--- src/rtl/sr_cmd_pkg.sv ---
// Shared command/state types and helpers for the SR command conditioner.
package sr_cmd_pkg;

  typedef enum logic [1:0] {
    CMD_NONE = 2'd0,
    CMD_SET  = 2'd1,
    CMD_CLR  = 2'd2
  } cmd_t;

  typedef enum logic [1:0] {
    ST_IDLE,
    ST_ISSUE,
    ST_HOLD
  } state_t;

  // Counter width able to hold 0..n, never narrower than one bit.
  function automatic int unsigned cnt_width(input int unsigned n);
    return (n < 1) ? 1 : $clog2(n + 1);
  endfunction

  // A command is redundant when the flop already holds its target value.
  function automatic logic is_redundant(input cmd_t cmd, input logic q, input logic skip);
    return skip && (((cmd == CMD_SET) && q) || ((cmd == CMD_CLR) && !q));
  endfunction

endpackage

--- src/rtl/sr_cmd_conditioner_sync_debounce.sv ---
// Per-channel synchroniser and debouncer; rise pulses for one cycle when the level goes high.
module sync_debounce
  import sr_cmd_pkg::*;
#(
  parameter int unsigned SYNC_STAGES = 2,
  parameter int unsigned DEB_CYCLES  = 4
) (
  input  logic clk,
  input  logic rst,
  input  logic din,
  output logic level,
  output logic rise
);

  localparam int unsigned CW = cnt_width(DEB_CYCLES);

  logic [SYNC_STAGES-1:0] sync_q;
  logic [CW-1:0]          cnt_q;
  logic                   synced;

  assign synced = sync_q[SYNC_STAGES-1];

  always_ff @(posedge clk or negedge rst) begin
    if (!rst) begin
      sync_q <= '0;
      cnt_q  <= '0;
      level  <= 1'b0;
      rise   <= 1'b0;
    end else begin
      sync_q <= {sync_q[SYNC_STAGES-2:0], din};
      rise   <= 1'b0;
      if (synced == level) begin
        cnt_q <= '0;
      end else if (cnt_q == CW'(DEB_CYCLES - 1)) begin
        // last of the run of differing samples: flip level, report only upward flips
        cnt_q <= '0;
        level <= synced;
        rise  <= synced;
      end else begin
        cnt_q <= cnt_q + CW'(1);
      end
    end
  end

endmodule

--- src/rtl/sr_cmd_conditioner.sv ---
// Turns raw set/clear requests into arbitrated, spaced, one-cycle s/r pulses for an SR flop.
module sr_cmd_conditioner
  import sr_cmd_pkg::*;
#(
  parameter int unsigned SYNC_STAGES    = 2,
  parameter int unsigned DEB_CYCLES     = 4,
  parameter int unsigned GAP_CYCLES     = 3,
  parameter bit          SET_PRIO       = 1'b1,
  parameter bit          SKIP_REDUNDANT = 1'b1
) (
  input  logic clk,
  input  logic rst,
  input  logic set_raw,
  input  logic clr_raw,
  input  logic q_fb,
  output logic s,
  output logic r,
  output logic pending,
  output logic conflict,
  output logic drop
);

  localparam int unsigned GW = cnt_width(GAP_CYCLES);

  logic   set_level, set_rise, clr_level, clr_rise;
  logic   set_ev, clr_ev;
  cmd_t   ev_cmd, cand, slot_q, slot_n;
  state_t state_q, state_n;
  logic [GW-1:0] gap_q, gap_n;
  logic   s_n, r_n;

  sync_debounce #(
    .SYNC_STAGES(SYNC_STAGES),
    .DEB_CYCLES (DEB_CYCLES)
  ) u_set_deb (
    .clk  (clk),
    .rst  (rst),
    .din  (set_raw),
    .level(set_level),
    .rise (set_rise)
  );

  sync_debounce #(
    .SYNC_STAGES(SYNC_STAGES),
    .DEB_CYCLES (DEB_CYCLES)
  ) u_clr_deb (
    .clk  (clk),
    .rst  (rst),
    .din  (clr_raw),
    .level(clr_level),
    .rise (clr_rise)
  );

  assign set_ev   = set_rise & set_level;
  assign clr_ev   = clr_rise & clr_level;
  assign conflict = set_ev & clr_ev;
  assign pending  = (slot_q != CMD_NONE);

  always_comb begin
    if (set_ev && clr_ev) ev_cmd = SET_PRIO ? CMD_SET : CMD_CLR;
    else if (set_ev)      ev_cmd = CMD_SET;
    else if (clr_ev)      ev_cmd = CMD_CLR;
    else                  ev_cmd = CMD_NONE;
  end

  always_comb begin
    state_n = state_q;
    slot_n  = slot_q;
    gap_n   = gap_q;
    s_n     = 1'b0;
    r_n     = 1'b0;
    drop    = 1'b0;
    cand    = CMD_NONE;
    case (state_q)
      ST_IDLE: begin
        // a deferred command goes first; a concurrent event refills the freed slot
        if (slot_q != CMD_NONE) begin
          cand   = slot_q;
          slot_n = ev_cmd;
        end else begin
          cand = ev_cmd;
        end
        if ((cand != CMD_NONE) && !is_redundant(cand, q_fb, SKIP_REDUNDANT)) begin
          state_n = ST_ISSUE;
          s_n     = (cand == CMD_SET);
          r_n     = (cand == CMD_CLR);
        end
      end
      ST_ISSUE: begin
        if (GAP_CYCLES == 0) begin
          state_n = ST_IDLE;
        end else begin
          state_n = ST_HOLD;
          gap_n   = GW'(GAP_CYCLES);
        end
      end
      ST_HOLD: begin
        if (gap_q <= GW'(1)) state_n = ST_IDLE;
        else                 gap_n   = gap_q - GW'(1);
      end
      default: state_n = ST_IDLE;
    endcase
    if ((state_q != ST_IDLE) && (ev_cmd != CMD_NONE)) begin
      slot_n = ev_cmd;
      drop   = (slot_q != CMD_NONE);
    end
  end

  always_ff @(posedge clk or negedge rst) begin
    if (!rst) begin
      state_q <= ST_IDLE;
      slot_q  <= CMD_NONE;
      gap_q   <= '0;
      s       <= 1'b0;
      r       <= 1'b0;
    end else begin
      state_q <= state_n;
      slot_q  <= slot_n;
      gap_q   <= gap_n;
      s       <= s_n;
      r       <= r_n;
    end
  end

endmodule

--- config.mk ---
export PLATFORM = sky130hd
export DESIGN_NAME = sr_cmd_conditioner
export DESIGN_NICKNAME = d
export VERILOG_FILES = /design/src/rtl/sr_cmd_pkg.sv /design/src/rtl/sr_cmd_conditioner_sync_debounce.sv /design/src/rtl/sr_cmd_conditioner.sv
export SDC_FILE = /design/constraint.sdc
export NUM_CORES = 1
export LEC_CHECK = 0
export ABC_AREA = 1
export ABC_CLOCK_PERIOD_IN_PS = 1150
export CORE_ASPECT_RATIO = 1.5
export CORE_MARGIN = 2
export CORE_UTILIZATION = 46
export DETAILED_ROUTE_END_ITERATION = 6
export GPL_ROUTABILITY_DRIVEN = 0
export GPL_TIMING_DRIVEN = 0
export HOLD_SLACK_MARGIN = 0.15
export PLACE_DENSITY = 0.68
export SLEW_MARGIN = 20
export SYNTH_ARGS = -nofsm -noshare
export SYNTH_HDL_FRONTEND = slang
export SYNTH_SLANG_ARGS = --single-unit
--- constraint.sdc ---
create_clock -name clk -period 1.15 [get_ports clk]
set_input_delay 0.23 -clock clk [delete_from_list [all_inputs] [get_ports clk]]
set_output_delay 0.23 -clock clk [all_outputs]
set_load 0.01 [all_outputs]
==> run summary <==
• **outcome** finished, violations left
• **violations in the final reports** negative setup slack
• **worst relative slew slack** 68.43%
• **r2r startpoint** u_clr_deb.level
• **average wire length per cell after detail routing** 11.97 µm
• **count of vias placed by the detailed router** 725
• **clock tree buffer depth** 2
• **fraction of the yosys area taken by sequential cells** 61.54%
• **cell-by-cell listing of the critical path** nand2_2 > inv_2 > o21ai_4 > a21oi_2 > buf_2
• **post-detail-place hpwl** 986.1 µm
• **cell at the root of the clock tree** sky130_fd_sc_hd__clkbuf_4
• **average cell area after synthesis** 9.517 µm²
• **WS Path Type** reg2out
• **overflow left after global routing** 0
• **number of antenna violations at the first check in global routing** 0
• **wire length of the first global-routing pass** 2601 µm
• **Die Ht** 58.01 µm
• **Setup Slack @ Placement** -0.4247 ns
• **Power Density** 1868 nW/µm²
• **Filler Cells Inserted** 143
• **netlist area before placement** 894.6 µm²
• **setup slack of the critical path after layout** -0.3051 ns
• **detail-routed via count per cell** 5.035
• **total area of multi-input combinational cells** 315.3 µm²
• **Fmax achieved** 687.2 MHz
• **met1 Usage GRT** 17.40%
• **worst endpoint data arrival time** 1.23 ns
• **total number of H-tree levels** 1
• **Most Crowded Layer GR** met2
• **Nets** 132
• **final critical path time including I/O delays and setup** 1.455 ns
• **TritonCTS clock tree** built
• **relative area change from synthesis to final layout** 33.01%
• **global-route track usage on met3** 3.065%
• **sequential cell area in the final layout** 550.5 µm²
• **sort of element at the end of the critical path** output pin
• **Worst Max-Slew Pin Slew** 0.4735 ns
• **count of maximum capacitance violations** 0
• **buffering stage count on the worst path with inverters included** 2
• **Hold Vio Cnt, Final** 0
• **Final ANT Viol Nets** 0
• **number of buffers created by CTS** 3
• **die boundary width** 40.01 µm
• **Buffers on Ports** 9
• **reported leakage power** 0.6434 nW
• **largest net degree at the start of global routing** 23
• **number of cells produced by synthesis** 94
• **first-iteration detailed-routing DRC count** 10
• **type of the most critical hold path** in2reg
• **number of setup violations in the final report** 5
• **worst reg-to-reg setup slack** -0.16 ns
• **Worst path depth** 5
• **clock skew** 0.002061 ns
• **setup repair after global routing missed its margin** true
• **capturing instance or port of the critical path** drop
• **initial core utilization** 48.87%
• **proportion of layout cells with a drive suffix above 1** 32.52%
• **number of detailed-route iterations in the first pass** 4
• **count of standard-cell rows** 19
• **number of storage elements in the synthesis netlist** 22
• **crit-path max cell delay** 0.41 ns
• **count of distinct cell types in the synthesized netlist** 15
• **Worst-Skew Late Latency** 0.31 ns
• **crit path max fanout** 3
• **via count of the first global-routing pass** 675
• **Global Route met2 Usage** 28.11%
• **Global Route Usage Sum** 16.30%
• **Total Routed Length** 1724 µm
• **cell family with most CP delay** flip-flops
• **DIE AREA** 2321 µm²
• **required time at the worst-slack endpoint** 0.92 ns
• **register clock-pin slew on the reported worst setup and hold paths** 0.12 ns
• **Worst IR Drop VDD** 1084 µV
• **clock sinks** 22
• **Crit-path slowest cell** sky130_fd_sc_hd__dfrtp_1
• **Synth Warn #** 0
• **placeable core area** 1831 µm²
• **synthesized net count** 102
• **Top-Level Pins** 10
• **worst reg2reg path depth** 9
• **RR Endpoint** slot_q[0]
• **overall power** 0.002223 W
• **Critical Path Source** u_clr_deb.level
• **antenna diode count** 0
• **number of slew-limit violations in the final report** 0
• **startpoint kind of the worst setup timing path** register
• **detailed-route DRC error count** 0
• **final clock period utilization by the worst path** 126.5%
## how the worst min path moves through the flow
stage                        start                  end  slack [ns]  depth (start not counted)
2_1_floorplan                  rst             gap_q[0]       -0.07                          0
3_3_place_gp   u_clr_deb.sync_q[0]  u_clr_deb.sync_q[1]        0.33                          0
3_5_place_dp   u_set_deb.sync_q[0]  u_set_deb.sync_q[1]        0.34                          0
4_1_cts                    set_raw  u_set_deb.sync_q[0]        0.33                          1
5_1_grt                    clr_raw  u_clr_deb.sync_q[0]        0.32                          1
6_report                   set_raw  u_set_deb.sync_q[0]        0.34                          1
## cells in the mapped netlist
cell type,n,area share [%]
sky130_fd_sc_hd__dfrtp_1,22,62
sky130_fd_sc_hd__nand2_1,22,9.2
sky130_fd_sc_hd__inv_1,12,5.0
sky130_fd_sc_hd__nor2_1,12,5.0
sky130_fd_sc_hd__nand3_1,4,2.2
sky130_fd_sc_hd__nor3_1,4,2.2
sky130_fd_sc_hd__o21ai_0,4,2.2
sky130_fd_sc_hd__ha_1,3,4.2
sky130_fd_sc_hd__nand2_2,3,2.1
sky130_fd_sc_hd__inv_2,2,0.84
sky130_fd_sc_hd__xnor2_1,2,2.0
sky130_fd_sc_hd__a21oi_1,1,0.56
sky130_fd_sc_hd__nand3_2,1,1.1
sky130_fd_sc_hd__nand4_1,1,0.70
sky130_fd_sc_hd__o21ai_2,1,0.98
## logic make-up after synthesis
group / Yosys count / synth area share [%]
adders and majority gates: 3 / 4.196
buffers and inverters: 14 / 5.874
xor gates and xnor gates: 2 / 1.958
and+or+nand+nor: 47 / 22.66
DFF: 22 / 61.54
AOI/OAI and AO/OA: 6 / 3.776
## cell type report
cell class                      count  area share [%]
Sequential cell                    22           46.27
Multi-Input combinational cell     58           26.50
Timing Repair Buffer               25           16.19
Inverter                           14           4.416
Clock inverter                      1           2.524
Tap cell                           21           2.208
Clock buffer                        3           1.893
## cells in the final DEF, fill, tap and decap left out
master / netlist / routed
sky130_fd_sc_hd__a21oi_2: 0 / 1
sky130_fd_sc_hd__buf_2: 0 / 5
sky130_fd_sc_hd__buf_4: 0 / 14
sky130_fd_sc_hd__buf_6: 0 / 2
sky130_fd_sc_hd__bufinv_16: 0 / 1
sky130_fd_sc_hd__clkbuf_4: 0 / 3
sky130_fd_sc_hd__clkdlybuf4s50_1: 0 / 3
sky130_fd_sc_hd__dfrtp_1: 22 / 22
sky130_fd_sc_hd__dlygate4sd3_1: 0 / 1
sky130_fd_sc_hd__ha_1: 3 / 2
sky130_fd_sc_hd__ha_2: 0 / 1
sky130_fd_sc_hd__inv_1: 12 / 9
sky130_fd_sc_hd__inv_2: 2 / 5
sky130_fd_sc_hd__nand2_1: 22 / 21
sky130_fd_sc_hd__nand2_2: 3 / 4
sky130_fd_sc_hd__nand3_1: 4 / 4
sky130_fd_sc_hd__nand3_2: 1 / 1
sky130_fd_sc_hd__nand4_1: 1 / 1
sky130_fd_sc_hd__nor2_1: 12 / 11
sky130_fd_sc_hd__nor2_2: 0 / 1
sky130_fd_sc_hd__nor3_1: 4 / 3
sky130_fd_sc_hd__nor3_2: 0 / 1
sky130_fd_sc_hd__o21ai_0: 4 / 1
sky130_fd_sc_hd__o21ai_1: 0 / 3
sky130_fd_sc_hd__o21ai_4: 0 / 1
sky130_fd_sc_hd__xnor2_1: 2 / 2
## where the power goes
group	internal, W	total, W	switching (W)	leakage [nW]
Combinational	0.000295	0.000631	0.000336	0.332
Sequential	0.000925	0.00100	0.0000773	0.283
Clock	0.000352	0.000590	0.000237	0.0279
Total	0.00157	0.00222	0.000651	0.643
## registers in the layout (all words and copies together), names as in the netlist
register          flops
u_set_deb.rise        1
u_set_deb.level       1
r                     1
u_clr_deb.level       1
slot_q                2
u_set_deb.sync_q      2
u_set_deb.cnt_q       3
state_q               2
u_clr_deb.cnt_q       3
s                     1
u_clr_deb.sync_q      2
u_clr_deb.rise        1
gap_q                 2
## metal layers
layer	wire [µm]	vias up
li1	-	351
met1	656	356
met2	988	14
met3	52	4
met4	26	0
met5	0	-
## metrics by stage
| stage | utilization, % | instance area [µm²] | hold WS [ns] | instances | setup TNS, ns |
|---|---|---|---|---|---|
| final | 65.00 | 1190 | 0.3426 | 144 | -0.8951 |
| after detailed placement | 55.23 | 1011 | 0.3413 | 124 | -6.826 |
| after global routing | 65.00 | 1190 | 0.3223 | 144 | -1.360 |
| after CTS | 62.75 | 1149 | 0.3324 | 138 | -0.5897 |
| after floorplan | - | 894.6 | -0.06559 | 94 | 0 |
| after global placement | 55.23 | 1011 | 0.3345 | 124 | -6.491 |
## what timing repair did
action / CTS / global route
pin swaps: 4 / 7
endpoints found under the setup margin: 5 / 12
resized for setup: 26 / 8
buffers inserted: 10 / 5
hold endpoints to repair: 0 / 22
cloned: 0 / 0
hold buffers: 0 / 1
No activity file was read; power rests on OpenSTA's default activity.
